`src/rtl/map_scroller.sv`:
```
// map_scroller: scrolling lane map with LFSR-driven obstacle and objective rows
module map_scroller #(
    parameter int          LANES   = 4,
    parameter int          DEPTH   = 16,
    parameter int          MIN_GAP = 1,
    parameter logic [15:0] SEED    = 16'hACE1
) (
    input  logic                   clk_i,
    input  logic                   rst_ni,
    input  logic                   move_map_i,
    input  logic                   sel_obstacle_i,
    input  logic                   sel_objective_i,
    input  logic [1:0]             density_i,
    input  logic [2:0]             player_lane_i,
    input  logic                   collect_i,
    output logic [LANES*DEPTH-1:0] map_obstacles_flat_o,
    output logic [LANES*DEPTH-1:0] map_objectives_flat_o,
    output logic                   obstacle_generated_o,
    output logic                   objective_generated_o,
    output logic                   hit_obstacle_o,
    output logic                   hit_objective_o,
    output logic [7:0]             spawn_count_o
);
    localparam int               W        = LANES * DEPTH;
    localparam logic [15:0]      SEED_EFF = (SEED == 16'd0) ? 16'h0001 : SEED;
    localparam logic [LANES-1:0] ONE      = {{(LANES-1){1'b0}}, 1'b1};

    logic [15:0]      lfsr_q, lfsr_d;
    logic [W-1:0]     obs_q, obs_d, obj_q, obj_d;
    logic [2:0]       gap_q, gap_d;
    logic [7:0]       spawn_q, spawn_d;
    logic             obs_gen_q, obj_gen_q;
    logic [2:0]       obs_lane, obj_pref, obj_low, obj_lane;
    logic [LANES-1:0] obs_oh, cand, cand_nf, ins_obs, ins_obj, free, clr_mask;
    logic [7:0]       free8, row0_obs8, row0_obj8;
    logic             lane_ok;

    // Galois LFSR, taps x^16+x^14+x^13+x^11+1, shifting right
    assign lfsr_d = {1'b0, lfsr_q[15:1]} ^ (lfsr_q[0] ? 16'hB400 : 16'h0000);

    // Candidate obstacle row, never allowed to block every lane
    assign obs_lane = 3'(32'(lfsr_q[2:0]) % LANES);
    assign obs_oh   = ONE << obs_lane;
    assign cand     = (density_i == 2'd0) ? obs_oh :
                      (density_i == 2'd1) ? (lfsr_q[LANES-1:0] & lfsr_q[LANES+7:8]) :
                      (density_i == 2'd2) ? lfsr_q[LANES-1:0] : ~obs_oh;
    assign cand_nf  = (&cand) ? (cand & ~obs_oh) : cand;
    assign ins_obs  = (sel_obstacle_i && gap_q == 3'd0) ? cand_nf : '0;

    // Objective lane falls back to the lowest free lane when its preferred lane is blocked
    assign free     = ~ins_obs;
    assign free8    = 8'(free);
    assign obj_pref = 3'(32'(lfsr_q[15:13]) % LANES);

    // Lowest-index lane left open by the inserted obstacle row
    always_comb begin
        obj_low = 3'd0;
        for (int i = LANES - 1; i >= 0; i--) if (free8[i]) obj_low = 3'(i);
    end

    assign obj_lane = free8[obj_pref] ? obj_pref : obj_low;
    assign ins_obj  = sel_objective_i ? (ONE << obj_lane) : '0;

    // Player lane lookups on row 0; lanes past LANES see nothing and collect nothing
    assign lane_ok   = 32'(player_lane_i) < LANES;
    assign clr_mask  = (collect_i && lane_ok) ? (ONE << player_lane_i) : '0;
    assign row0_obs8 = 8'(obs_q[LANES-1:0]);
    assign row0_obj8 = 8'(obj_q[LANES-1:0]);

    // Next-state: shift takes priority over collect; gap and spawn only move on shifts
    always_comb begin
        obs_d   = move_map_i ? {ins_obs, obs_q[W-1:LANES]} : obs_q;
        obj_d   = move_map_i ? {ins_obj, obj_q[W-1:LANES]} : (obj_q & ~{{(W-LANES){1'b0}}, clr_mask});
        gap_d   = !move_map_i ? gap_q : (|ins_obs) ? 3'(MIN_GAP) : (gap_q != 3'd0) ? gap_q - 3'd1 : gap_q;
        spawn_d = (move_map_i && sel_objective_i && spawn_q != 8'hFF) ? spawn_q + 8'd1 : spawn_q;
    end

    // State registers and one-cycle generation pulses
    always_ff @(posedge clk_i or negedge rst_ni) begin
        if (!rst_ni) begin
            lfsr_q    <= SEED_EFF;
            obs_q     <= '0;
            obj_q     <= '0;
            gap_q     <= 3'd0;
            spawn_q   <= 8'd0;
            obs_gen_q <= 1'b0;
            obj_gen_q <= 1'b0;
        end else begin
            lfsr_q    <= lfsr_d;
            obs_q     <= obs_d;
            obj_q     <= obj_d;
            gap_q     <= gap_d;
            spawn_q   <= spawn_d;
            obs_gen_q <= move_map_i && (|ins_obs);
            obj_gen_q <= move_map_i && sel_objective_i;
        end
    end

    assign map_obstacles_flat_o  = obs_q;
    assign map_objectives_flat_o = obj_q;
    assign obstacle_generated_o  = obs_gen_q;
    assign objective_generated_o = obj_gen_q;
    assign spawn_count_o         = spawn_q;
    assign hit_obstacle_o        = lane_ok && row0_obs8[player_lane_i];
    assign hit_objective_o       = lane_ok && row0_obj8[player_lane_i];
endmodule

```
`config.mk`:
```
export PLATFORM = sky130hd
export DESIGN_NAME = map_scroller
export DESIGN_NICKNAME = d
export VERILOG_FILES = /design/src/rtl/map_scroller.sv
export SDC_FILE = /design/constraint.sdc
export NUM_CORES = 1
export LEC_CHECK = 0
export ABC_AREA = 0
export CAP_MARGIN = 25
export CORE_MARGIN = 1.5
export CORE_UTILIZATION = 53
export DETAILED_ROUTE_END_ITERATION = 8
export PLACE_DENSITY = 0.92
export REMOVE_ABC_BUFFERS = 1
export SLEW_MARGIN = 10
export SYNTH_ARGS = -nofsm -noshare
export SYNTH_HDL_FRONTEND = slang
export SYNTH_SLANG_ARGS = --single-unit
```
`constraint.sdc`:
```
create_clock -name clk_i -period 3.05 [get_ports clk_i]
set_input_delay 0.61 -clock clk_i [delete_from_list [all_inputs] [get_ports clk_i]]
set_output_delay 0.61 -clock clk_i [all_outputs]
set_load 0.05 [all_outputs]
```
==> qor.txt <==
Cells after Synth - 412
setup TNS - 0 ps
Worst Skew - 10.5 ps
status - completed
Placer Congestion - 0.897
fillcell total - 694
power share of the clock group - 33.3%
ordered cell list for the critical path - clkdlybuf4s50_1, mux4_2, nor2b_1, buf_4
WL per Instance - 18.2 um
Worst setup endpoint - hit_obstacle_o
net switching power - 2.18 mW
PwrDens - 785 nW/um^2
Critical Path Source - player_lane_i[0]
via count - 4,043
worst r2r dst - map_objectives_flat_o[60]
Critical Path Fanout Max - 5
total wire length - 13,200 um
final net count - 582
P_leak - 3.92 nW
Buffers on Ports - 150
warnings from Yosys - 0
sequential-to-total area share from yosys stat - 64.0%
Worst VDD drop - 680 uV
# rows - 39
Hold-fix buffers, CTS - 0
buffers and inverters on the worst path - 2
Final Setup Violations - 0
Top FF cell, synth - dfrtp_1
Max-Cap Viols - 0
design area - 8420 um^2
Mapped Avg Cell Area - 14.9 um^2
combinational fraction of design power - 27.9%
Crit. path cell count - 4
Slew Limit Fails - 0
Max Freq - 364 MHz
Worst Setup End Kind - output pin
ant diodes - 0
reg-to-reg startpoint - lfsr_q[0]
Internal - 4.44 mW
Initial DRT Pass Iterations - 5
Post-CTS Setup Bufs - 0
dpl hpwl - 8840 um
CTS Buf Count - 17
routing usage on met2 - 38.0%
vias in the first global route - 4,073
post-synth design cell area - 6160 um^2
Crit path max-delay family - buffers and inverters
max incr delay on CP - 620 ps
Area growth, synth to finish - 36.8%
initial DRC count - 189
Core ar. - 11,400 um^2
share of cells above drive strength 1 - 30.6%
Global Route Usage Sum - 22.5%
critical path's slowest cell - clkdlybuf4s50_1
worst hold path class - input port to asynchronous set/reset pin
Worst EP required - 2440 ps
RSZ-0062 raised after global routing - false
Hold Vio Cnt, Final - 0
minimum clock period after layout - 2750 ps
Slew @ Worst Pin - 704 ps
global-route wire length before repair - 21,500 um
clock tree buffer depth - 2
period utilisation layout - 90.1%
startpoint types - input port
GR peak layer - met2
Finished Core Util - 74.1%
Placed Area - 7790 um^2
GR Overflow Total - 0
Worst slew margin - 53.1%
Root Buffer - clkbuf_16
initial antenna violation count - 0
largest net degree at the start of global routing - 95
synthesized flop and latch total - 157
Die W - 111 um
H-tree levels - 4
Die Ht - 111 um
TritonCTS clock tree - done
Initial Util - 54.1%
Setup CP Type - input port to output pin
EDFF count, synth - 0
sequential cell area - 3940 um^2
Post-Layout Cell Count - 724
Die ar. - 12,300 um^2
asr flop ratio synth - 100%
met3 Resource Use GR - 7.71%
post-cts resize count - 0
dpl cells - 692
DRC - 0
Multi-input gate area - 2070 um^2
Final ANT Viol Nets - 0
Ports - 151
R2R depth - 6
clock slew seen by the registers of the worst setup and hold paths - 60 ps
worst path arrival time - 2140 ps
post-DR vias/cell - 5.58
CTS Sinks - 157
Worst-Skew Late Latency - 420 ps
Seq pwr share - 38.8%
Yosys cell types - 44
sw frac - 32.9%
GR met1 Demand/Resource - 26.5%
reg2reg setup slack - 1050 ps
## stage by stage
step	hold slack, ps	worst slack (ps)	total power, mW
after detailed placement	344	369	4.44
after CTS	242	301	6.68
final	228	302	6.62
after global routing	278	250	6.85
after global placement	338	409	4.37
after floorplan	314	784	3.73
## synth_stat cells, drive strengths merged (2+ instances only)
library cell / count / area (um^2)
dfrtp: 149 / 3730
nor2: 9 / 33.8
nand3: 4 / 20.0
nand2: 17 / 63.8
nor2b: 3 / 18.8
a31oi: 2 / 18.8
inv: 13 / 48.8
xor2: 6 / 52.6
o22ai: 7 / 62.6
nand2b: 3 / 18.8
mux4: 2 / 45.0
buf: 16 / 87.6
dfstp: 8 / 210
nand4: 4 / 25.0
ha: 3 / 37.5
and2: 2 / 12.5
xnor2: 5 / 43.8
and3: 5 / 36.3
mux2: 119 / 1340
a32oi: 2 / 17.5
o2111ai: 2 / 17.5
clkbuf: 3 / 11.3
o21ai: 14 / 70.1
## flip-flops by register name, summed over array words and instances, names as in the netlist
register	count
spawn_count_o	8
map_obstacles_flat_o	64
lfsr_q	16
obstacle_generated_o	1
map_objectives_flat_o	64
objective_generated_o	1
gap_q	3
## worst min-delay path by stage
stage | start | end | slack, ps | cells past startpoint
floorplan | rst_ni | gap_q[0] | 310 | 0
global placement | lfsr_q[4] | lfsr_q[3] | 340 | 0
detailed placement | lfsr_q[12] | lfsr_q[11] | 340 | 0
CTS | rst_ni | map_obstacles_flat_o[4] | 240 | 1
global route | rst_ni | map_obstacles_flat_o[4] | 280 | 1
finish | rst_ni | map_obstacles_flat_o[4] | 230 | 1
## layer usage
layer  share of wire, %  wire length, um  vias to the layer above
met5                  0                0                        -
li1                   -                -                     1768
met2                 51             6690                      194
met1                 40             5320                     2054
met4                1.8              234                        0
met3                7.3              959                       27
## cell usage in the layout (no fill, tap or decap), drive strengths merged, types with 2 or more instances in the layout
cell type,count
a31oi,2
a32oi,2
and2,2
and3,5
buf,10
bufinv,3
clkbuf,27
clkdlybuf4s50,146
clkinv,2
dfrtp,149
dfstp,8
ha,3
inv,13
mux2,119
mux4,2
nand2,17
nand2b,3
nand3,4
nand4,4
nor2,9
nor2b,3
o2111ai,2
o21ai,14
o22ai,7
xnor2,5
xor2,6
## cells by family (layout without fill, tap and decap cells)
logic type | Yosys count | count (layout) | share of synthesized area [%]
AO/OA/AOI/OAI | 36 | 36 | 4.35
XOR/XNOR | 11 | 11 | 1.57
adder cells (fa/ha/maj) | 3 | 3 | 0.610
buffers and inverters | 32 | 201 | 2.40
flip-flops | 157 | 157 | 64.0
multiplexers | 122 | 122 | 22.9
AND/OR/NAND/NOR | 51 | 51 | 4.23
## layout make-up
cell class	instances	share of cell area [%]
clock buffers	27	6.33
clock inverters	5	1.19
inverters	13	0.579
multi-input cells	223	24.6
flip-flops and latches	157	46.8
well taps	143	2.12
repair buffers	156	18.4
## power by group through the flow
stage / Clock [mW] / Sequential, mW / Combinational, mW
2_1_floorplan: 0 / 3.37 / 0.358
3_3_place_gp: 0 / 2.57 / 1.80
3_5_place_dp: 0 / 2.59 / 1.85
4_1_cts: 2.26 / 2.56 / 1.86
5_1_grt: 2.33 / 2.60 / 1.92
6_report: 2.21 / 2.57 / 1.84
(Power assumes the default switching activity.)
